## src/rtl/hazard_pkg.sv

```systemverilog
// Shared types for the hazard/forwarding controller: tag entries,
// select width helper, multi-cycle FSM states and the producer match rule.
package hazard_pkg;

    // Tag register fields are sized for the widest supported RA_W.
    localparam int RA_MAX = 8;
    localparam int SEL_RF = 0;

    typedef logic [RA_MAX-1:0] ra_t;

    typedef struct packed {
        logic v;
        ra_t  rd;
        logic rw;
        logic ld;
        logic st;
        logic mc;
        ra_t  rs1;
        ra_t  rs2;
    } tag_t;

    typedef enum logic [1:0] {
        IDLE,
        BUSY,
        DONE
    } mc_state_t;

    function automatic int sel_w(input int fs);
        return (fs < 1) ? 1 : $clog2(fs + 1);
    endfunction

    // A live entry that writes a non-zero rd equal to r.
    function automatic logic tag_match(input tag_t e, input ra_t r);
        return e.v & e.rw & (e.rd != '0) & (e.rd == r);
    endfunction

endpackage

```

## src/rtl/hazard_forward_ctrl_if.sv

```systemverilog
// ID-stage hazard bundle: instruction fields and flush from the pipeline,
// stall/hold/bypass selects and stall counter back from the controller.
interface hazard_forward_ctrl_if
    import hazard_pkg::*;
#(
    parameter int RA_W       = 5,
    parameter int FWD_STAGES = 2,
    parameter int CNT_W      = 32
);
    localparam int SELW = sel_w(FWD_STAGES);

    logic            id_valid;
    logic [RA_W-1:0] id_rs1;
    logic [RA_W-1:0] id_rs2;
    logic            id_use1;
    logic            id_use2;
    logic [RA_W-1:0] id_rd;
    logic            id_rw;
    logic            id_load;
    logic            id_store;
    logic            id_br;
    logic            id_mc;
    logic            flush;

    logic             stall;
    logic             hold;
    logic [SELW-1:0]  fwd_a;
    logic [SELW-1:0]  fwd_b;
    logic             fwd_br_a;
    logic             fwd_br_b;
    logic             fwd_m;
    logic [CNT_W-1:0] stall_cnt;

    modport master (
        output id_valid, id_rs1, id_rs2,
        output id_use1, id_use2, id_rd,
        output id_rw, id_load, id_store,
        output id_br, id_mc, flush,
        input  stall, hold, fwd_a, fwd_b,
        input  fwd_br_a, fwd_br_b, fwd_m,
        input  stall_cnt
    );

    modport slave (
        input  id_valid, id_rs1, id_rs2,
        input  id_use1, id_use2, id_rd,
        input  id_rw, id_load, id_store,
        input  id_br, id_mc, flush,
        output stall, hold, fwd_a, fwd_b,
        output fwd_br_a, fwd_br_b, fwd_m,
        output stall_cnt
    );

endinterface

```

## src/rtl/hazard_forward_ctrl_fwd_match_sel.sv

```systemverilog
// Priority search of the post-EX tag entries for one source register.
// Ports: i_e entries 1..N (1 = youngest), i_rs source, o_sel stage or 0.
module fwd_match_sel
    import hazard_pkg::*;
#(
    parameter int N    = 2,
    parameter int SELW = 2
) (
    input  tag_t [N:1]     i_e,
    input  ra_t            i_rs,
    output logic [SELW-1:0] o_sel
);

    // Walk oldest to youngest so the youngest producer overwrites.
    always_comb begin
        o_sel = SELW'(SEL_RF);
        for (int k = N; k >= 1; k--) begin
            if (tag_match(i_e[k], i_rs)) begin
                o_sel = SELW'(k);
            end
        end
    end

endmodule

```

## src/rtl/hazard_forward_ctrl.sv

```systemverilog
// Hazard/forwarding controller: tag pipeline EX..WB, bypass selects,
// load-use/branch stalls, multi-cycle hold FSM, saturating stall counter.
// Ports: clk, rst (sync high), bus (slave side of hazard_forward_ctrl_if).
module hazard_forward_ctrl
    import hazard_pkg::*;
#(
    parameter int RA_W       = 5,
    parameter int FWD_STAGES = 2,
    parameter int MC_LAT     = 4,
    parameter int CNT_W      = 32
) (
    input  logic                 clk,
    input  logic                 rst,
    hazard_forward_ctrl_if.slave bus
);

    localparam int N    = FWD_STAGES;
    localparam int SELW = sel_w(FWD_STAGES);
    localparam int MCW  = $clog2(MC_LAT);

    tag_t             r_e [0:N];
    mc_state_t        r_state;
    logic [MCW-1:0]   r_mc_cnt;
    logic             r_hold;
    logic [CNT_W-1:0] r_stall_cnt;

    tag_t       w_id_tag;
    tag_t       w_e0_nxt;
    tag_t [N:1] w_old;
    ra_t        w_rs1;
    ra_t        w_rs2;
    logic       w_m0_1, w_m0_2;
    logic       w_m1_1, w_m1_2;
    logic       w_lu, w_br, w_stall;
    logic       w_fwd_m;

    assign w_rs1 = RA_MAX'(bus.id_rs1);
    assign w_rs2 = RA_MAX'(bus.id_rs2);

    always_comb begin
        w_id_tag     = '0;
        w_id_tag.v   = 1'b1;
        w_id_tag.rd  = RA_MAX'(bus.id_rd);
        w_id_tag.rw  = bus.id_rw;
        w_id_tag.ld  = bus.id_load;
        w_id_tag.st  = bus.id_store;
        w_id_tag.mc  = bus.id_mc;
        w_id_tag.rs1 = w_rs1;
        w_id_tag.rs2 = w_rs2;
    end

    assign w_m0_1 = bus.id_use1 & tag_match(r_e[0], w_rs1);
    assign w_m0_2 = bus.id_use2 & tag_match(r_e[0], w_rs2);
    assign w_m1_1 = bus.id_use1 & tag_match(r_e[1], w_rs1);
    assign w_m1_2 = bus.id_use2 & tag_match(r_e[1], w_rs2);

    // Branches resolve in ID: EX results and in-flight load data are late.
    assign w_lu = r_e[0].ld & (w_m0_1 | w_m0_2);
    assign w_br = bus.id_br
                & (w_m0_1 | w_m0_2
                   | (r_e[1].ld & (w_m1_1 | w_m1_2)));
    assign w_stall = bus.id_valid & ~r_hold & (w_lu | w_br);

    // Flush wins over stall: the killed instruction becomes a bubble.
    assign w_e0_nxt = (bus.id_valid & ~w_stall & ~bus.flush)
                    ? w_id_tag : '0;

    always_comb begin
        for (int k = 1; k <= N; k++) begin
            w_old[k] = r_e[k];
        end
    end

    fwd_match_sel #(.N(N), .SELW(SELW)) u_sel_a (
        .i_e   (w_old),
        .i_rs  (r_e[0].rs1),
        .o_sel (bus.fwd_a)
    );

    fwd_match_sel #(.N(N), .SELW(SELW)) u_sel_b (
        .i_e   (w_old),
        .i_rs  (r_e[0].rs2),
        .o_sel (bus.fwd_b)
    );

    generate
        if (N >= 2) begin : g_m2m
            assign w_fwd_m = r_e[1].v & r_e[1].st & r_e[2].ld
                           & tag_match(r_e[2], r_e[1].rs2);
        end else begin : g_no_m2m
            assign w_fwd_m = 1'b0;
        end
    endgenerate

    always_ff @(posedge clk) begin
        if (rst) begin
            for (int k = 0; k <= N; k++) begin
                r_e[k] <= '0;
            end
        end else if (!r_hold) begin
            for (int k = 1; k <= N; k++) begin
                r_e[k] <= r_e[k-1];
            end
            r_e[0] <= w_e0_nxt;
        end
    end

    // Arms on the op being loaded into EX, so hold covers its first
    // EX cycle; DONE is the single free cycle that lets it retire.
    always_ff @(posedge clk) begin
        if (rst) begin
            r_state  <= IDLE;
            r_mc_cnt <= '0;
            r_hold   <= 1'b0;
        end else begin
            unique case (r_state)
                IDLE, DONE: begin
                    if (w_e0_nxt.v & w_e0_nxt.mc) begin
                        r_state  <= BUSY;
                        r_mc_cnt <= MCW'(MC_LAT - 2);
                        r_hold   <= 1'b1;
                    end else begin
                        r_state  <= IDLE;
                        r_hold   <= 1'b0;
                    end
                end
                BUSY: begin
                    if (r_mc_cnt == '0) begin
                        r_state <= DONE;
                        r_hold  <= 1'b0;
                    end else begin
                        r_mc_cnt <= r_mc_cnt - 1'b1;
                    end
                end
                default: begin
                    r_state <= IDLE;
                    r_hold  <= 1'b0;
                end
            endcase
        end
    end

    always_ff @(posedge clk) begin
        if (rst) begin
            r_stall_cnt <= '0;
        end else if ((w_stall | r_hold) && (r_stall_cnt != '1)) begin
            r_stall_cnt <= r_stall_cnt + 1'b1;
        end
    end

    assign bus.stall     = w_stall;
    assign bus.hold      = r_hold;
    assign bus.fwd_br_a  = bus.id_valid & bus.id_br & w_m1_1 & ~r_e[1].ld;
    assign bus.fwd_br_b  = bus.id_valid & bus.id_br & w_m1_2 & ~r_e[1].ld;
    assign bus.fwd_m     = w_fwd_m;
    assign bus.stall_cnt = r_stall_cnt;

endmodule

```

## src/flat_wrapper.sv

```systemverilog
// flat-port wrapper written by rule: the top's interface ports become plain ports
module hazard_forward_ctrl_flat import hazard_pkg::*;
#(
    parameter int RA_W       = 5,
    parameter int FWD_STAGES = 2,
    parameter int MC_LAT     = 4,
    parameter int CNT_W      = 32
)
  (clk, rst, bus_id_valid, bus_id_rs1, bus_id_rs2, bus_id_use1, bus_id_use2, bus_id_rd, bus_id_rw, bus_id_load, bus_id_store, bus_id_br, bus_id_mc, bus_flush, bus_stall, bus_hold, bus_fwd_a, bus_fwd_b, bus_fwd_br_a, bus_fwd_br_b, bus_fwd_m, bus_stall_cnt);
  hazard_forward_ctrl_if #(.RA_W(RA_W), .FWD_STAGES(FWD_STAGES), .CNT_W(CNT_W)) bus_i ();
  input  logic clk;
  input  logic rst;
  input wire logic [$bits(bus_i.id_valid)-1:0] bus_id_valid;
  input wire logic [$bits(bus_i.id_rs1)-1:0] bus_id_rs1;
  input wire logic [$bits(bus_i.id_rs2)-1:0] bus_id_rs2;
  input wire logic [$bits(bus_i.id_use1)-1:0] bus_id_use1;
  input wire logic [$bits(bus_i.id_use2)-1:0] bus_id_use2;
  input wire logic [$bits(bus_i.id_rd)-1:0] bus_id_rd;
  input wire logic [$bits(bus_i.id_rw)-1:0] bus_id_rw;
  input wire logic [$bits(bus_i.id_load)-1:0] bus_id_load;
  input wire logic [$bits(bus_i.id_store)-1:0] bus_id_store;
  input wire logic [$bits(bus_i.id_br)-1:0] bus_id_br;
  input wire logic [$bits(bus_i.id_mc)-1:0] bus_id_mc;
  input wire logic [$bits(bus_i.flush)-1:0] bus_flush;
  output wire logic [$bits(bus_i.stall)-1:0] bus_stall;
  output wire logic [$bits(bus_i.hold)-1:0] bus_hold;
  output wire logic [$bits(bus_i.fwd_a)-1:0] bus_fwd_a;
  output wire logic [$bits(bus_i.fwd_b)-1:0] bus_fwd_b;
  output wire logic [$bits(bus_i.fwd_br_a)-1:0] bus_fwd_br_a;
  output wire logic [$bits(bus_i.fwd_br_b)-1:0] bus_fwd_br_b;
  output wire logic [$bits(bus_i.fwd_m)-1:0] bus_fwd_m;
  output wire logic [$bits(bus_i.stall_cnt)-1:0] bus_stall_cnt;
  assign bus_i.id_valid = bus_id_valid;
  assign bus_i.id_rs1 = bus_id_rs1;
  assign bus_i.id_rs2 = bus_id_rs2;
  assign bus_i.id_use1 = bus_id_use1;
  assign bus_i.id_use2 = bus_id_use2;
  assign bus_i.id_rd = bus_id_rd;
  assign bus_i.id_rw = bus_id_rw;
  assign bus_i.id_load = bus_id_load;
  assign bus_i.id_store = bus_id_store;
  assign bus_i.id_br = bus_id_br;
  assign bus_i.id_mc = bus_id_mc;
  assign bus_i.flush = bus_flush;
  assign bus_stall = bus_i.stall;
  assign bus_hold = bus_i.hold;
  assign bus_fwd_a = bus_i.fwd_a;
  assign bus_fwd_b = bus_i.fwd_b;
  assign bus_fwd_br_a = bus_i.fwd_br_a;
  assign bus_fwd_br_b = bus_i.fwd_br_b;
  assign bus_fwd_m = bus_i.fwd_m;
  assign bus_stall_cnt = bus_i.stall_cnt;
  hazard_forward_ctrl #(.RA_W(RA_W), .FWD_STAGES(FWD_STAGES), .MC_LAT(MC_LAT), .CNT_W(CNT_W)) u_core (.clk(clk), .rst(rst), .bus(bus_i));
endmodule
```

## config.mk

```make
export PLATFORM = sky130hd
export DESIGN_NAME = hazard_forward_ctrl_flat
export DESIGN_NICKNAME = d
export VERILOG_FILES = /design/src/rtl/hazard_pkg.sv /design/src/rtl/hazard_forward_ctrl_if.sv /design/src/rtl/hazard_forward_ctrl_fwd_match_sel.sv /design/src/rtl/hazard_forward_ctrl.sv /design/src/flat_wrapper.sv
export SDC_FILE = /design/constraint.sdc
export NUM_CORES = 1
export LEC_CHECK = 0
export BUFFER_PORTS_ARGS = -buffer_cell sky130_fd_sc_hd__buf_2
export CAP_MARGIN = 20
export CORE_AREA = 8 8 103 105
export CTS_BUF_LIST = sky130_fd_sc_hd__clkbuf_16
export DETAILED_ROUTE_END_ITERATION = 16
export DIE_AREA = 0 0 111 113
export PLACE_DENSITY = 0.62
export SLEW_MARGIN = 20
export SYNTH_ARGS = -nofsm -noshare
export SYNTH_HDL_FRONTEND = slang
export SYNTH_SLANG_ARGS = --single-unit
```

## constraint.sdc

```tcl
create_clock -name clk -period 7.4 [get_ports clk]
set_clock_uncertainty 0.1 [all_clocks]
set_input_delay 2.22 -clock clk [delete_from_list [all_inputs] [get_ports clk]]
set_output_delay 2.22 -clock clk [all_outputs]
set_load 0.02 [all_outputs]
```

-- Yosys cells after proc, flatten, opt, wreduce, memory -nomap -nowiden
Memories as Yosys holds them, arrays and structs flattened.
Index checks and enable logic that the tools add are counted.
- memories: 1
- bits of input ports: 26
- bits in writable memories: 87
- bits in registers: 37
- reduce and logical (&&, ||, !) cells: 9
- multiplexer cells: 22
- bitwise gates (word level): 47
- add/subtract/negate cells: 2
- equal/unequal tests: 15
- memories (memory ; words ; bits a word ; read ports ; clocked after Yosys merged registers in ; wr ports ; RTL line ; text):
    u_core.r_e ; 3 ; 29 ; 3 ; 0 ; 3 ; hazard_forward_ctrl.sv:21 ; tag_t r_e [0:N];
- operator list (kind ; number):
    $mux W29 ; 4
    $eq A8 B8 Y1 ; 5
    $and A1 B1 Y1 ; 35
    $add A32 B1 Y32 const B ; 1
    $eq A8 B5 Y1 ; 4
    $ne A32 B32 Y1 const B ; 1
    $reduce_bool A8 Y1 ; 3
    $mux W2 ; 7
    $mux W1 ; 8
    $or A1 B1 Y1 ; 8
    $pmux W2 S2 ; 2
    $logic_not A2 Y1 ; 2
    $ne A2 B1 Y1 const B ; 2
    $not A1 Y1 ; 4
    $reduce_and A3 Y1 ; 1
    $eq A2 B1 Y1 const B ; 1
    $eq A2 B2 Y1 const B ; 1
    $ne A2 B2 Y1 const B ; 1
    $pmux W1 S2 ; 1
    $reduce_bool A2 Y1 ; 1
    $reduce_or A2 Y1 ; 1
    $sub A2 B1 Y2 const B ; 1
    $logic_and A1 B1 Y1 ; 1

-- Depth between registers and ports, before layout
An unclocked memory read counts as a cell.
- depth after elaboration: 18
- gate-level depth with buffers: 10
- depth with buffers taken out: 8

-- Modules after synthesis
From an unflattened synthesis, not the netlist that was laid out.
- cells, all modules: 469
- area total of the unflattened synthesis: 4998.5 µm²
- by module, submodules not included (module ; sequential area each (µm²) ; cells each ; instances ; area an instance (µm²)):
    hazard_forward_ctrl ; 2542.4 ; 407 ; 1 ; 4518.1
    fwd_match_sel ; 0.0 ; 31 ; 2 ; 240.2

-- Least setup slack after synthesis
OpenSTA, ideal clock, no wires.
- kind: input-to-output
- from: input port bus_id_rs2[3]
- to: output port bus_stall
- buffers on the path: 0
- cell stages on the path: 5
- path slack: 1.575 ns
- arrival time: 3.505 ns
- cells stage by stage: xor2_1 > nor4_1 > nand3_1 > a211o_2 > a21oi_1
- longest elaborated chain between the ends: 9
- elaborated cells on any way between the ends: 14
- ends and longest elaborated chain (element ; RTL line ; text):
    start: declaration ; flat_wrapper.sv:15 ; input wire logic [$bits(bus_i.id_rs2)-1:0] bus_id_rs2;
    $eq A8 B5 Y1 ; hazard_pkg.sv:34 ; return e.v & e.rw & (e.rd != '0) & (e.rd == r);
    $and A1 B1 Y1 ; hazard_pkg.sv:34 ;
    $and A1 B1 Y1 ; hazard_forward_ctrl.sv:55 ; assign w_m1_2 = bus.id_use2 & tag_match(r_e[1], w_rs2);
    $or A1 B1 Y1 ; hazard_forward_ctrl.sv:61 ; | (r_e[1].ld & (w_m1_1 | w_m1_2)));
    $and A1 B1 Y1 ; hazard_forward_ctrl.sv:61 ;
    $or A1 B1 Y1 ; hazard_forward_ctrl.sv:61 ;
    $and A1 B1 Y1 ; hazard_forward_ctrl.sv:60 ; & (w_m0_1 | w_m0_2
    $or A1 B1 Y1 * ; hazard_forward_ctrl.sv:62 ; assign w_stall = bus.id_valid & ~r_hold & (w_lu | w_br);
    $and A1 B1 Y1 * ; hazard_forward_ctrl.sv:62 ;
    end: declaration ; flat_wrapper.sv:25 ; output wire logic [$bits(bus_i.stall)-1:0] bus_stall;
Every way passes the cells marked *; elsewhere a longest branch is shown, timed or not.

-- Worst setup path in the final report
Same ends and word-level chain as after synthesis.

==> run metrics <==
Routed WL 8.93 mm; total nets after synthesis roughly 420; pin count of the biggest net entering global routing 42; Ant. Diodes 0; number of enable flip-flop cells after synthesis a little over 40; met2 capacity usage during global routing 23.8%; clock tree from TritonCTS done; average detailed-routed wire length per instance between 15 and 20 microns; final period demand of the worst path 6.07 ns; num rows 35; busiest metal layer after global routing met2; horizontal extent of the die approximately 110 microns; relative slew slack 33.6%; worst min-delay path category flip-flop to flip-flop; core footprint between 0.008 and 0.009 sq mm; number of DRC markers after the initial detailed-route iteration 198; top-area cell type share of the netlist area 31.5%; global-route wire length before repair 14.8 mm; dpl ws 1.38 ns; static leakage approximately 0.0019 uW; cells traversed along the worst timing path buf_2 -> xor2_1 -> nor4_1 -> nand3_1 -> a211o_2 -> a21oi_1 -> buf_2; Post-CTS Setup Bufs 0; Power Internal between 700 and 800 uW; result of the run completed; leading cell type in the layout, fill and taps excluded sky130_fd_sc_hd__buf_2; highest-count cells in the layout ignoring fill and taps 66 x sky130_fd_sc_hd__buf_2, 41 x sky130_fd_sc_hd__edfxtp_1, 40 x sky130_fd_sc_hd__and2_1, 36 x sky130_fd_sc_hd__dfxtp_1, 32 x sky130_fd_sc_hd__xor2_1; final net count approximately 480; setup repair after global routing missed its margin false; Synth warnings 0; height of the chip between 100 and 150 microns; Async S/R FF share, synth 0%; cell taking the most area after synthesis sky130_fd_sc_hd__edfxtp_1; Critical Path Fanout Max 3; layout overhead on the synthesized area 18.6%; Cell variety after synth 44; post-DR vias/cell 5.34; total vias in the final route 3011; FF+latch count, synth 77; final period utilization 82.0%; number of failing setup endpoints in the final timing report 0; total I/O pin count 67; f_max 165 MHz; clk sinks 77; critical path capture point type output pin; aggregate negative setup slack 0 ns; number of buffers between clock root and the deepest sink 2; number of DRC violations after detailed routing 0; clock latency reported for the late side of the worst-skew pair 0.33 ns; net switching power about 210 uW; weighted congestion at the end of routability-driven global placement 0.804; total track usage 14.3%; remaining global-route overflow 0; main area contributors after synthesis sky130_fd_sc_hd__edfxtp_1 32%, sky130_fd_sc_hd__dfxtp_1 18%, sky130_fd_sc_hd__xor2_1 7.2%, sky130_fd_sc_hd__and2_1 6.4%, sky130_fd_sc_hd__xnor2_1 5.8%; number of port buffers 66; flip-flop cell with the highest count after synthesis sky130_fd_sc_hd__edfxtp_1; clock network power share 47.4%; post-route ant nets 0; clock input transition at the sequential cells of the worst setup and hold paths ~0.060 ns; number of max-slew violations in the final report 0; Max IR drop VDD 167 uV; cell mode on critical path sky130_fd_sc_hd__buf_2; final hold violations 0; required time of the critical path 5.08 ns; pwr/cell area around 210 mW/mm^2; combinational share of power 5.1%; initial antenna violation count 0; via count of the first global-routing pass 2922; slowest cell on the critical path sky130_fd_sc_hd__a211o_2; DR pass1 iterations 4; global routing usage on met3 3.49%; post-synthesis instance area 0.00391 sq mm; number of standard cells after synthesis 387; category of the critical setup timing path input port to output pin; clock root buffer sky130_fd_sc_hd__clkbuf_16; CTS buffer count 9; number of buffers inserted by hold repair at cts 0; final setup slack of the worst path 1.33 ns; die footprint 0.0125 sq mm; Maximum Capacitance Violations 0; Starting Density 43.5%; count of cells resized by post-cts repair 0; part of the power in registers a little under half; Post-Synthesis Mean Instance Area 10.1 sq um; sort of element at the start of the critical path input port; Tightest Pin Transition approximately 1.0 ns; sequential cell area fraction in the yosys report 50.0%; placed wire-length estimate roughly 6.4 mm; fraction of layout cells with a size suffix above 1 20.8%; biggest cell delay along the critical path 0.39 ns; switching part of the total power 21.4%; maximum level of the CTS H-tree 3; data arrival time at the worst-slack endpoint 3.75 ns; global routing met1 resource utilization 17.3%
worst paths after layout:
check	slack, ns	startpoint	endpoint	depth (start not counted)
worst max-delay path	1.33	bus_id_rs2[3]	bus_stall	7
worst min-delay path	0.33	u_core.r_state[1]$_SDFFE_PP0P_	u_core.r_state[1]$_SDFFE_PP0P_	1
worst max register to register	4.16	u_core.r_e[0][52]$_SDFFCE_PN0P_	u_core.bus.stall_cnt[29]$_SDFFE_PP0P_	8
worst min register to register	0.33	u_core.r_state[1]$_SDFFE_PP0P_	u_core.r_state[1]$_SDFFE_PP0P_	1
synthesized netlist by cell type (all sizes together) (2+ instances only):
cell    instances
and2           41
ha              2
nand2b          3
xnor2          26
nand3b          3
or4             9
nor2           23
inv             9
nand4           9
nand2          18
a21oi          20
nor3            8
xor2           32
or3            11
nor2b           3
o211ai          2
and3           10
edfxtp         41
dfxtp          36
buf             5
mux2            2
nand3          28
o31ai           5
o21ai           9
clkbuf         12
nor4            8
sequential cells by signal, indices dropped and copies added, names as in the netlist:
| register | count |
|---|---|
| u_core.r_state | 1 |
| u_core.bus.hold | 1 |
| u_core.r_e | 41 |
| u_core.r_mc_cnt | 2 |
| u_core.bus.stall_cnt | 32 |
cell families after synthesis:
kind of cell / synth area share (%)
AND/OR/NAND/NOR: 26.5
flip-flops: 50.0
XOR/XNOR: 13.0
AO/OA/AOI/OAI: 6.25
buffers and inverters: 2.82
multiplexers: 0.833
adder cells (fa/ha/maj): 0.641
critical path: cells and delay by family:
kind	cells	cell delay, ns
XOR/XNOR	1	0.16
buffers and inverters	2	0.32
AND/OR/NAND/NOR	2	0.51
AO/OA/AOI/OAI	2	0.56
power by group through the flow:
stage               logic [uW]  registers [uW]  clock network (uW)
floorplan                 36.2             476                   0
global placement          49.7             481                   0
detailed placement        50.8             481                   0
CTS                       51.1             472                 480
global route              56.5             473                 498
finish                    50.5             472                 471
per-stage QoR:
| step | cell area [sq um] | std cells | total power [uW] | util [%] | hold WS (ns) |
|---|---|---|---|---|---|
| 2_1_floorplan | 3910 | 387 | 512 | - | 0.300 |
| 5_1_grt | 4630 | 564 | 1030 | 51.6 | 0.353 |
| 6_report | 4630 | 564 | 993 | 51.6 | 0.331 |
| 3_5_place_dp | 4310 | 548 | 532 | 48.0 | 0.320 |
| 4_1_cts | 4630 | 564 | 1000 | 51.6 | 0.335 |
| 3_3_place_gp | 4310 | 548 | 531 | 48.0 | 0.311 |
layer usage:
layer  vias to the layer above  part of all wire, %
li1                       1502                    -
met1                      1426                   44
met2                        75                   50
met3                         8                  4.9
met4                         0                  1.2
met5                         -                    0
area by class of cell:
type	instances	area, sq um
fillers	803	4340
multi-input cells	284	1850
inverters	9	33.8
clock inverters	7	100
flip-flops and latches	77	1950
repair buffers	67	338
well taps	111	139
clock buffers	9	225
(Power assumes the default switching activity.)
